`config.mk`:
```
export PLATFORM = sky130hd
export DESIGN_NAME = lives_tracker
export DESIGN_NICKNAME = d
export VERILOG_FILES = /design/src/rtl/lives_tracker.sv
export SDC_FILE = /design/constraint.sdc
export NUM_CORES = 1
export LEC_CHECK = 0
export BUFFER_PORTS_ARGS = -buffer_cell sky130_fd_sc_hd__clkbuf_2
export CORE_AREA = 10 10 88 90
export DETAILED_ROUTE_END_ITERATION = 8
export DIE_AREA = 0 0 98 100
export GPL_TIMING_DRIVEN = 0
export PLACE_DENSITY_LB_ADDON = 0.08
export SLEW_MARGIN = 25
export SYNTH_ARGS = -nofsm -noshare
export SYNTH_HDL_FRONTEND = slang
export SYNTH_SLANG_ARGS = --single-unit
export TNS_END_PERCENT = 100
```
`constraint.sdc`:
```
create_clock -name clk -period 3.94 [get_ports clk]
set_input_delay 0.197 -clock clk [delete_from_list [all_inputs] [get_ports clk]]
set_output_delay 0.197 -clock clk [all_outputs]
set_load 0.01 [all_outputs]
```
`src/rtl/lives_tracker.sv`:
```
// Per-player lives bookkeeping: synchronizes a raw hit level, charges one life per rising edge, then holds off further hits.
// Latency: a hit sampled at edge E updates lives/hit_ack at E+2; all outputs registered.
// Backpressure: none; new_game overrides any hit seen in the same cycle.
module lives_tracker #(
    parameter int START_LIVES   = 3,
    parameter int INVULN_CYCLES = 50000000,
    parameter int TW            = 26
) (
    input  logic       clk,
    input  logic       rst_n,
    input  logic       hit,
    input  logic       new_game,
    output logic [1:0] lives,
    output logic       game_over,
    output logic       invuln,
    output logic       hit_ack
);

    typedef enum logic [1:0] {
        ALIVE,
        INVULN,
        DEAD
    } state_t;

    state_t        state;
    logic          s1;
    logic          s2;
    logic          s3;
    logic [TW-1:0] timer;
    logic          hit_rise;

    assign hit_rise = s2 & ~s3;

    always_ff @(posedge clk or negedge rst_n) begin
        if (!rst_n) begin
            state     <= ALIVE;
            lives     <= 2'(START_LIVES);
            game_over <= 1'b0;
            invuln    <= 1'b0;
            hit_ack   <= 1'b0;
            timer     <= '0;
            s1        <= 1'b0;
            s2        <= 1'b0;
            s3        <= 1'b0;
        end else begin
            s1      <= hit;
            s2      <= s1;
            s3      <= s2;
            hit_ack <= 1'b0;
            if (new_game) begin
                state     <= ALIVE;
                lives     <= 2'(START_LIVES);
                game_over <= 1'b0;
                invuln    <= 1'b0;
                timer     <= '0;
            end else begin
                case (state)
                    ALIVE: begin
                        if (hit_rise && lives > 2'd1) begin
                            lives   <= lives - 2'd1;
                            hit_ack <= 1'b1;
                            timer   <= TW'(INVULN_CYCLES - 1);
                            invuln  <= 1'b1;
                            state   <= INVULN;
                        end else if (hit_rise && lives == 2'd1) begin
                            lives     <= 2'd0;
                            hit_ack   <= 1'b1;
                            game_over <= 1'b1;
                            state     <= DEAD;
                        end
                    end
                    INVULN: begin
                        // Timer holds at zero on exit; only a new hit reloads it.
                        if (timer == '0) begin
                            invuln <= 1'b0;
                            state  <= ALIVE;
                        end else begin
                            timer <= timer - TW'(1);
                        end
                    end
                    DEAD: begin
                        lives     <= 2'd0;
                        game_over <= 1'b1;
                    end
                    default: state <= ALIVE;
                endcase
            end
        end
    end

endmodule

```
==> metrics.yaml <==
clk_transition_reported_paths_ns: 0.08
finalSetupViolations: 0
synth_top_family_by_area: "compound AO/OA/AOI/OAI gates"
antenna_found_initial: 0
regMostFlops: "timer"
hold_viol: 0
grt_max_degree: 37
via_per_inst: 5.54
maxCapViolations: 0
gp_congestion: 0.800
fin_cells: 309
wl_um: 5420
clock_skew_ns: 0.00791
largest_reg_flops: 26
p_clk_share_pct: 29.8
dieArea_um2: 9800
synth_enable_flop_cells: 0
clkSinkCount: 36
drc_errors: 0
wire_per_inst_um: 17.5
die_h_um: 100
power.internal_uw: 626
grt.total_usage_pct: 11.4
path_cells: "inv_1 -> ha_1 -> nor4bb_1 -> o21bai_1 -> a32oi_2 -> clkbuf_1 -> a21oi_1 -> a311oi_1"
grt_pass1_vias: 1713
hold_path.class: "input pin to async pin"
min_period_ns: 3.10
core-area_um2: 6130
dr.pass1.iters: 4
cts_tree: "done"
crit_family: "compound AO/OA/AOI/OAI gates"
dp.cells: 300
syn_area_per_cell_um2: 9.21
cp_max_fo: 10
cts_max_path_buffers: 2
ys_types: 47
yosysTopAreaCellShare_pct: 43.0
endpoint_kind: "flop"
slowest_stage: "dfstp_2"
drive_above_1_share_pct: 12.1
max_stage_delay_ns: 0.56
rsz0062_at_grt: "false"
synth-xor-area-share_pct: 0
clock_latency_ns: 0.29
irDropWorstVdd_uv: 145
switchingPower_uw: 319
postCtsSetupBuffers: 0
syn_nets: 221
worst_pin_slew_ns: 0.842
synthMuxAreaShare_pct: 0
overflow: 0
regArea_um2: 903
fin_setup_tns_ns: 0
cts_buffers: 5
dpl_cell_area_um2: 2120
pin_count: 9
synth_common_cells: "34 x dfrtp_1, 22 x a21oi_1, 16 x nor2_1"
io_buffers: 8
power.share.sequential_pct: 47.0
syn_to_final_growth_pct: 12.1
fin_crit_sh_pct: 78.6
grt_pass1_wl_um: 9220
final_util_pct: 36.2
fmax_mhz: 323
hold_buffers: 0
slew_viol_final: 0
vias: 1711
floorplan.initialDensity_pct: 32.3
synth_ff_type: "dfrtp_1"
cts_resized: 0
num_rows: 29
num-fill-cells: 632
yosys.area.top_type: "dfrtp_1"
synth-compound-area-share_pct: 27.7
leakage_nw: 0.890
max-slew-margin-rel_pct: 43.8
initialDrtViolationCount: 133
top_regs: "timer: 26 flops, lives: 2 flops, state: 2 flops"
pwr-share-comb_pct: 23.2
synthTopCellsByArea: "dfrtp_1 43%, a21oi_1 5.6%, a311oi_1 3.5%, nor2_1 3.0%, clkbuf_1 2.8%"
yosysMostFrequentCell: "dfrtp_1"
stdcell_area_um2: 2220
dp_hpwl_um: 3670
clockRootBuffer: "clkbuf_8"
seq_area_frac_synth_pct: 45.6
crit_type: "flop to flop"
yosysWarnings: 0
synthArstFlopShare_pct: 100
worstSetupStartpointType: "flop"
netlist_area_um2: 1980
path_buf_inv: 2
critPathArrivalTime_ns: 3.28
nNetsFinal: 237
synth_simple_gate_area_share_pct: 20.0
run_status: "completed"
crit_required_ns: 4.12
multiInputGateArea_um2: 970
antenna_cells: 0
syn_inst: 215
ys_seq_elements: 36
ant_nets: 0
switching_share_pct: 33.7
yosys.area_share.adder_pct: 1.26
die_w_um: 98
htree_levels: 2
power_density_nw_per_um2: 426
==> final cells by class <==
cell class | count | share of cell area, %
clock inverter | 2 | 0.451
timing repair buffer | 9 | 2.26
multi-input combinational | 153 | 43.7
clock buffer | 6 | 3.72
tap | 77 | 4.34
sequential | 36 | 40.7
buffer | 18 | 3.44
inverter | 8 | 1.35
==> stage by stage <==
stage          total power, mW  worst slack [ns]  hold WS [ns]
4_1_cts                  0.956             0.862       0.00219
2_1_floorplan            0.600              1.56       -0.0986
3_3_place_gp             0.670             0.812         0.306
6_report                 0.945             0.842       0.00266
5_1_grt                   1.01             0.473        0.0616
3_5_place_dp             0.669             0.883         0.312
==> path summary, 6_finish.rpt <==
kind,from,cells after the start,slack (ns),to
setup reg to reg,lives[1],8,0.84,timer[15]
hold reg to reg,s1,0,0.37,s2
hold / removal,rst_n,1,0.003,s3
max in group asynchronous,rst_n,1,3.40,timer[18]
setup / recovery,lives[1],8,0.84,timer[15]
min in group clk,new_game,2,0.15,state[1]
==> cell families after synthesis <==
| logic type | count (synthesis) |
|---|---|
| buffers and inverters | 26 |
| DFF | 36 |
| adders and majority gates | 2 |
| and+or+nand+nor | 71 |
| AOI/OAI and AO/OA | 80 |
==> metal layers <==
metal | up-vias | global-route usage, % | wire [µm]
met3 | 5 | 2.82 | 170
met5 | - | 0 | 0
met4 | 0 | 3.91 | 55
met2 | 23 | 17.0 | 2440
met1 | 831 | 15.8 | 2760
li1 | 852 | - | -
==> power by group through the flow <==
stage          Sequential [mW]  Clock (mW)  Combinational, mW
4_1_cts                  0.444       0.293              0.219
2_1_floorplan            0.443           0              0.156
5_1_grt                  0.451       0.310              0.249
6_report                 0.444       0.281              0.219
3_3_place_gp             0.450           0              0.219
3_5_place_dp             0.451           0              0.218
==> cells in the final DEF, fill, tap and decap left out, types with 4 or more instances in the layout <==
| master | instances |
|---|---|
| a211oi_1 | 5 |
| a31oi_1 | 5 |
| dfrtp_1 | 34 |
| nand2_1 | 7 |
| o21ai_0 | 9 |
| or4_1 | 4 |
| nor4_1 | 8 |
| clkbuf_2 | 7 |
| or3_1 | 4 |
| o21ai_1 | 5 |
| nor2_1 | 16 |
| clkbuf_8 | 6 |
| a21oi_1 | 22 |
| nand2b_1 | 6 |
| clkbuf_1 | 15 |
| nor3_1 | 11 |
| a311oi_1 | 8 |
| inv_1 | 8 |
| or2_2 | 4 |
| a21o_1 | 4 |
| o41ai_1 | 4 |
(Power assumes the default switching activity.)
